===== src/rtl/syn_fetch_buffer_pkg.sv =====
// Shared fetch-path constants. IM_ADDR_BIT mirrors the Core.vh instruction-memory width.
`ifndef IM_ADDR_BIT
`define IM_ADDR_BIT 10
`endif

package syn_fetch_buffer_pkg;
  localparam int IM_ADDR_BIT = `IM_ADDR_BIT;
  localparam int INST_BITS   = 32;
endpackage


===== src/rtl/syn_fetch_fifo.sv =====
// Circular fetch queue. The head entry is read combinationally; flush wins over push/pop.
module syn_fetch_fifo #(
  parameter int DEPTH = 2,
  parameter int WIDTH = 32
) (
  input  logic             clk,
  input  logic             rst,
  input  logic             push,
  input  logic             pop,
  input  logic             flush,
  input  logic [WIDTH-1:0] din,
  output logic             full,
  output logic             empty,
  output logic [WIDTH-1:0] head
);
  localparam int PW = $clog2(DEPTH);

  logic [WIDTH-1:0] mem [DEPTH];
  logic [PW-1:0]    rd_ptr;
  logic [PW-1:0]    wr_ptr;
  logic [PW:0]      count;

  always_ff @(posedge clk) begin
    if (rst || flush) begin
      rd_ptr <= '0;
      wr_ptr <= '0;
      count  <= '0;
    end else begin
      if (push) wr_ptr <= wr_ptr + 1'b1;
      if (pop)  rd_ptr <= rd_ptr + 1'b1;
      count <= count + {{PW{1'b0}}, push} - {{PW{1'b0}}, pop};
    end
  end

  // Storage is deliberately left unreset; count alone decides validity.
  always_ff @(posedge clk) begin
    if (push && !(rst || flush)) mem[wr_ptr] <= din;
  end

  assign full  = (count == (PW+1)'(DEPTH));
  assign empty = (count == '0);
  assign head  = mem[rd_ptr];
endmodule


===== src/rtl/syn_fetch_buffer.sv =====
// Instruction fetch stage: PC register, fetch counter and a decoupling queue to decode.
module syn_fetch_buffer
  import syn_fetch_buffer_pkg::*;
#(
  parameter int DEPTH = 2
) (
  input  logic                   clk,
  input  logic                   rst,
  input  logic                   en,
  input  logic                   halt,
  input  logic                   redirect,
  input  logic [IM_ADDR_BIT-1:0] redirect_pc,
  output logic [IM_ADDR_BIT-1:0] im_addr,
  input  logic [31:0]            im_inst,
  output logic                   id_valid,
  input  logic                   id_ready,
  output logic [31:0]            id_inst,
  output logic [IM_ADDR_BIT-1:0] id_pc_4,
  output logic [31:0]            pc_dbg,
  output logic [31:0]            fetch_count
);
  localparam int EW = INST_BITS + IM_ADDR_BIT;

  logic [IM_ADDR_BIT-1:0] pc;
  logic                   full;
  logic                   empty;
  logic [EW-1:0]          head;
  logic                   deq;
  logic                   enq;
  logic                   flush;

  assign deq   = en & id_valid & id_ready;
  assign enq   = en & ~halt & ~redirect & (~full | deq);
  assign flush = en & redirect;

  syn_fetch_fifo #(
    .DEPTH (DEPTH),
    .WIDTH (EW)
  ) u_fifo (
    .clk   (clk),
    .rst   (rst),
    .push  (enq),
    .pop   (deq),
    .flush (flush),
    .din   ({im_inst, pc}),
    .full  (full),
    .empty (empty),
    .head  (head)
  );

  always_ff @(posedge clk) begin
    if (rst) begin
      pc          <= '0;
      fetch_count <= '0;
    end else begin
      if (flush)    pc <= redirect_pc;
      else if (enq) pc <= pc + 1'b1;
      if (enq) fetch_count <= fetch_count + 32'd1;
    end
  end

  assign im_addr  = pc;
  assign pc_dbg   = {{(30-IM_ADDR_BIT){1'b0}}, pc, 2'b00};
  assign id_valid = ~empty;
  assign id_inst  = empty ? '0 : head[EW-1:IM_ADDR_BIT];
  assign id_pc_4  = empty ? '0 : head[IM_ADDR_BIT-1:0] + 1'b1;
endmodule


===== config.mk =====
export PLATFORM = sky130hd
export DESIGN_NAME = syn_fetch_buffer
export DESIGN_NICKNAME = d
export VERILOG_FILES = /design/src/rtl/syn_fetch_buffer_pkg.sv /design/src/rtl/syn_fetch_fifo.sv /design/src/rtl/syn_fetch_buffer.sv
export SDC_FILE = /design/constraint.sdc
export NUM_CORES = 1
export LEC_CHECK = 0
export BUFFER_PORTS_ARGS = -buffer_cell sky130_fd_sc_hd__buf_2
export CORE_ASPECT_RATIO = 1.4
export CORE_MARGIN = 2
export CORE_UTILIZATION = 35
export CTS_BUF_LIST = sky130_fd_sc_hd__clkbuf_8
export CTS_CLUSTER_SIZE = 24
export DETAILED_ROUTE_END_ITERATION = 8
export PLACE_DENSITY_LB_ADDON = 0.05
export SETUP_SLACK_MARGIN = 0.5
export SYNTH_ARGS = -nofsm -noshare
export SYNTH_HDL_FRONTEND = slang
export SYNTH_SLANG_ARGS = --single-unit

===== constraint.sdc =====
create_clock -name clk -period 21.6 [get_ports clk]
set_input_delay 5.4 -clock clk [delete_from_list [all_inputs] [get_ports clk]]
set_output_delay 5.4 -clock clk [all_outputs]
set_load 0.005 [all_outputs]

== Word-level counts from Yosys, hierarchy flattened ==
Memory sizes are Yosys's and may differ from the RTL's. A register that Yosys moved wholly into a read port is not among the register bits.
Cells that the tools add are included.

* Muxes and demuxes: 8
* Bitwise gates (word level): 11
* Equality and inequality tests: 1
* $add $sub $neg: 7
* Reductions and logical operators: 5
* $lt $le $gt $ge: 0
* Div/mod/pow operators: 0
* Multipliers: 0
* Shifts and indexed selects: 0

{| class="wikitable"
|+ Operator list
! kind !! count
|-
| adder 32 x 1 -> 32 bit (second input constant) || 1
|-
| 2-to-1 mux 32 bit || 1
|-
| 2-to-1 mux 10 bit || 3
|-
| adder 10 x 1 -> 10 bit (second input constant) || 2
|-
| AND 1 bit || 6
|-
| 2-to-1 mux 1 bit || 4
|-
| NOT 1 bit || 4
|-
| adder 1 bit (second input constant) || 2
|-
| adder 2 x 1 -> 2 bit || 1
|-
| == test 2 bit (second input constant) || 1
|-
| logical NOT 2 bit || 1
|-
| nonzero test 2 bit || 1
|-
| subtractor 2 x 1 -> 2 bit || 1
|-
| logical AND 1 bit || 1
|-
| logical NOT 1 bit || 1
|-
| logical OR 1 bit || 1
|-
| bitwise OR 1 bit || 1
|}

* Bits in read-only memories: 0
* Bits in writable memories: 84
* Bits in registers: 46
* Output and inout bits: 117
* Memories kept: 1
* Bits of input ports: 48
* Logic and storage cells: 38
* Latch bits: 0

{| class="wikitable"
|+ Memory list
! memory !! words !! bits a word !! rd ports !! clocked after memory_dff !! wr ports !! line !! source
|-
| u_fifo.mem || 2 || 42 || 1 || 1 || 1 || syn_fetch_fifo.sv:18 || <nowiki>logic [WIDTH-1:0] mem [DEPTH];</nowiki>
|}

== Longest topological paths before layout ==
* Word-level depth: 9
* Mapped depth: 7
* Depth with buffers taken out: 6

== Hierarchy ==
Synthesis repeated with hierarchy kept, for this count alone.

* Cell total of the unflattened synthesis: 493
* Area total of the unflattened synthesis: 6226.0 µm²

{| class="wikitable"
|+ Modules (own cells, without submodules)
! module !! times used !! area each (µm²) !! sequential area each (µm²) !! cells each
|-
| syn_fetch_fifo || 1 || 3469.6 || 2622.5 || 153
|-
| syn_fetch_buffer || 1 || 2756.4 || 840.8 || 340
|}

== Worst setup path before layout ==
OpenSTA, ideal clock, no wires.

* Kind: input-to-reg
* Start: input halt
* End: memory u_fifo.mem[1][0] (netlist bit), enable pin
* Required time: 21.039 ns
* Stages: 3
* Arrival: 10.520 ns
* Setup time: 0.561 ns
* Slack: 10.519 ns
* Buffers on the path: 0
* Path through: nor3b_2 -> nand2_1 -> nor4b_1

* Longest elaborated chain between the ends: 7

{| class="wikitable"
|+ Ends and longest elaborated chain
! what !! line !! source
|-
| start, declared || syn_fetch_buffer.sv:10 || <nowiki>input logic halt,</nowiki>
|-
| NOT 1 bit || syn_fetch_buffer.sv:33 || <nowiki>assign enq = en & ~halt & ~redirect & (~full | deq);</nowiki>
|-
| AND 1 bit (3 in series) || syn_fetch_buffer.sv:33 ||
|-
| logical AND 1 bit || syn_fetch_fifo.sv:37 || <nowiki>if (push && !(rst || flush)) mem[wr_ptr] <= din;</nowiki>
|-
| 2-to-1 mux 1 bit || syn_fetch_fifo.sv:37 ||
|-
| 2-to-1 mux 1 bit (not written as such) || syn_fetch_fifo.sv:37 ||
|-
| end, declared || syn_fetch_fifo.sv:18 ||
|}

Every way passes these cells.

==> impl_metrics.py <==
metrics = {
    "sta": {
        "period_needed_ns": 8.12,
        "max_slew_margin_pct": 31.6,
        "tightestPinTransition_ns": 1.02,
        "finalSetupTns_ns": 0,
        "setup_viol": 0,
        "period_share_pct": 37.6,
        "hold_viol": 0,
        "rsz0062_at_grt": "no",
        "drv_slew": 0,
        "skew_ns": 0.00891,
        "max_freq_mhz": 123,
    },
    "cts": {
        "holdBufCountCts": 0,
        "cts_setup_buffers": 0,
        "clockBufferDepth": 2,
        "clockRootBuffer": "clkbuf_8",
        "clk_pin_slew_ns": 0.08,
        "clock_sinks": 131,
        "cts.htree.levels": 4,
        "cts_tree": "yes",
        "insertion_delay_ns": 0.43,
        "cts_resized": 0,
        "cts_buffers": 17,
    },
    "floorplanning": {
        "die_w_um": 114,
        "pin_count": 165,
        "core_area_sq_um": 16700,
        "fp.dieArea_sq_um": 18100,
        "fp.dieH_um": 158,
        "initial_core_util_pct": 35.6,
        "rows": 56,
    },
    "worst_setup_path": {
        "path_delay_family": "buffers and inverters",
        "worstPathArrival_ns": 2.72,
        "crit_buf_inv": 2,
        "reg2reg_setup_slack_ns": 19.29,
        "worstReg2RegEnd": "u_fifo.mem[1][39]",
        "crit_path_max_fanout": 48,
        "rr_startpoint": "u_fifo.count[0]",
        "path_class": "reg -> out",
        "cp_slowest_cell": "buf_4",
        "critPathMaxStageDelay_ns": 0.60,
        "cp-end-kind": "output pin",
        "crit_chain": "buf_4, mux2_2, ha_1, and2_1, and3_1, nor3_1, buf_2",
        "cp_data_required_time_ns": 16.20,
        "cp-start-kind": "flip-flop",
        "reg2reg_depth": 4,
    },
    "grt": {
        "grt_pass1_vias": 4277,
        "grt_pass1_wl_mm": 21.7,
        "grt_max_degree": 53,
        "gr-usage-all-layers_pct": 15.5,
        "grt-ovfl-total": 0,
        "antenna_found_initial": 0,
    },
    "synth": {
        "synth_edf_count": 84,
        "synth_area_sq_um": 5970,
        "seq_area_frac_synth_pct": 58.0,
        "syn_inst": 519,
        "ys.flop_type": "edfxtp_1",
        "ys_ff_latch": 131,
        "synthArstFlopShare_pct": 0,
        "synth_cell_types": 52,
        "syn_area_per_cell_sq_um": 11.5,
        "yosys_warnings": 0,
    },
    "route": {
        "dr_total_vias": 4360,
        "ant_nets": 0,
        "first_pass_iters": 4,
        "viasPerCell": 5.06,
        "first_iter_violations": 270,
        "wire_per_inst_um": 16.2,
        "drt_wl_total_mm": 13.9,
        "drc": 0,
    },
    "power_and_ir_drop": {
        "p_per_area_nw_per_um2": 68.3,
        "max-vdd-ir-drop_mv": 0.0317,
        "leakagePower_nw": 2.62,
    },
    "placement": {
        "port_buffers": 142,
        "place.gp.congestion": 0.747,
        "dp_hpwl_mm": 9.49,
    },
    "worst_hold_path": {
        "hold_start": "fetch_count[24]",
        "hp-class": "reg -> reg",
        "hold_depth": 2,
        "min_to": "fetch_count[24]",
    },
    "layout": {
        "nNetsFinal": 697,
        "antenna_cells": 0,
        "utilization_pct": 42.2,
        "layout-drive-gt1-share_pct": 29.2,
        "area_growth_pct": 18.3,
    },
    "run": {
        "max_cap_violations": 0,
    },
    "outcome": {
        "status": "completed",
    },
}
[worst max-delay path by stage]
stage,end,depth (start not counted)
6_report,id_pc_4[8],7
5_1_grt,id_pc_4[8],6
4_1_cts,id_pc_4[8],7
3_5_place_dp,u_fifo.mem[1][38],5
3_3_place_gp,id_pc_4[8],7
2_1_floorplan,u_fifo.mem[1][0],3
[worst reg2reg max path: stages, from the launching register on]
cell     delay, ns
dfxtp_1       0.46
or3b_2        0.31
nand2_1       0.31
nor4b_2       0.33
buf_4         0.52
[power by group]
part	switching (mW)	internal, mW	leakage, nW	total (mW)
combinational	0.0144	0.0101	1.30	0.0246
clock	0.0957	0.0895	0.179	0.185
sequential	0.00350	0.269	1.15	0.273
[metrics by stage]
stage | instances | worst slack (ns) | power (mW) | hold slack, ns | instance area (sq um)
floorplan | 540 | 10.52 | 0.294 | 0.471 | 6050
global route | 861 | 13.26 | 0.505 | 0.521 | 7060
global placement | 829 | 13.93 | 0.303 | 0.469 | 6710
finish | 861 | 13.48 | 0.482 | 0.494 | 7060
detailed placement | 829 | 13.90 | 0.303 | 0.490 | 6710
CTS | 861 | 13.41 | 0.491 | 0.501 | 7060
[layout make-up]
type                       instances  area [sq um]
tap                              203           254
clock buffer                      17           234
timing repair buffer             146           741
inverter                           7          26.3
fill                            1670          9690
sequential                       131          3460
clock inverter                    15           119
multi-input combinational        342          2220
[per-layer routing]
metal | wire (um) | up-vias | part of all wire [%] | track usage [%]
met5 | 0 | - | 0 | 0
met4 | 140 | 0 | 1.0 | 5.28
met3 | 674 | 8 | 4.8 | 4.95
met2 | 7090 | 116 | 51 | 27.0
met1 | 6030 | 2093 | 43 | 17.8
li1 | - | 2143 | - | -
[placed cells by master (no fill, tap or decap), types with 6 or more instances in the layout]
| cell type | count |
|---|---|
| xnor2_1 | 6 |
| nor4_1 | 8 |
| nand2_1 | 23 |
| clkbuf_8 | 17 |
| mux2i_1 | 37 |
| a21oi_1 | 26 |
| o31ai_1 | 13 |
| nor2_1 | 57 |
| o21ai_0 | 9 |
| inv_1 | 8 |
| nor3_1 | 7 |
| nand3_1 | 18 |
| buf_2 | 142 |
| nand4_1 | 13 |
| mux2_2 | 8 |
| or4b_1 | 6 |
| or4_1 | 14 |
| xor2_1 | 11 |
| conb_1 | 22 |
| edfxtp_1 | 84 |
| or3_1 | 8 |
| dfxtp_1 | 46 |
[Yosys cell counts, types with 7 or more instances]
cell,instances,area share (%)
nand2_1,23,1.4
nand4_1,13,1.4
buf_4,32,4.0
mux2_2,8,1.5
a21oi_1,26,2.2
edfxtp_1,84,42
or3_1,8,0.84
o31ai_1,13,1.6
nand3_1,18,1.5
or4_1,14,1.8
nor4_1,9,0.94
o21ai_0,9,0.75
inv_1,7,0.44
nor3_1,7,0.59
mux2i_1,37,6.2
dfxtp_1,47,16
xor2_1,11,1.6
clkbuf_1,20,1.3
nor2_1,58,3.6
[registers in the layout, indices dropped and copies added (netlist names), named ones only]
register,cells
im_addr,10
u_fifo.count,2
fetch_count,32
u_fifo.wr_ptr,1
u_fifo.mem,84
u_fifo.rd_ptr,1
[kinds of logic (layout without fill, tap and decap cells)]
group,Yosys count,in the layout,synth area share (%)
AOI/OAI and AO/OA,69,69,7.49
xor gates and xnor gates,17,17,2.50
adders and majority gates,4,4,0.839
buffers and inverters,67,185,6.40
DFF,131,131,58.0
muxes,45,45,7.72
other,1,22,0.0628
and+or+nand+nor,185,185,17.0
No activity file was read; power rests on OpenSTA's default activity.
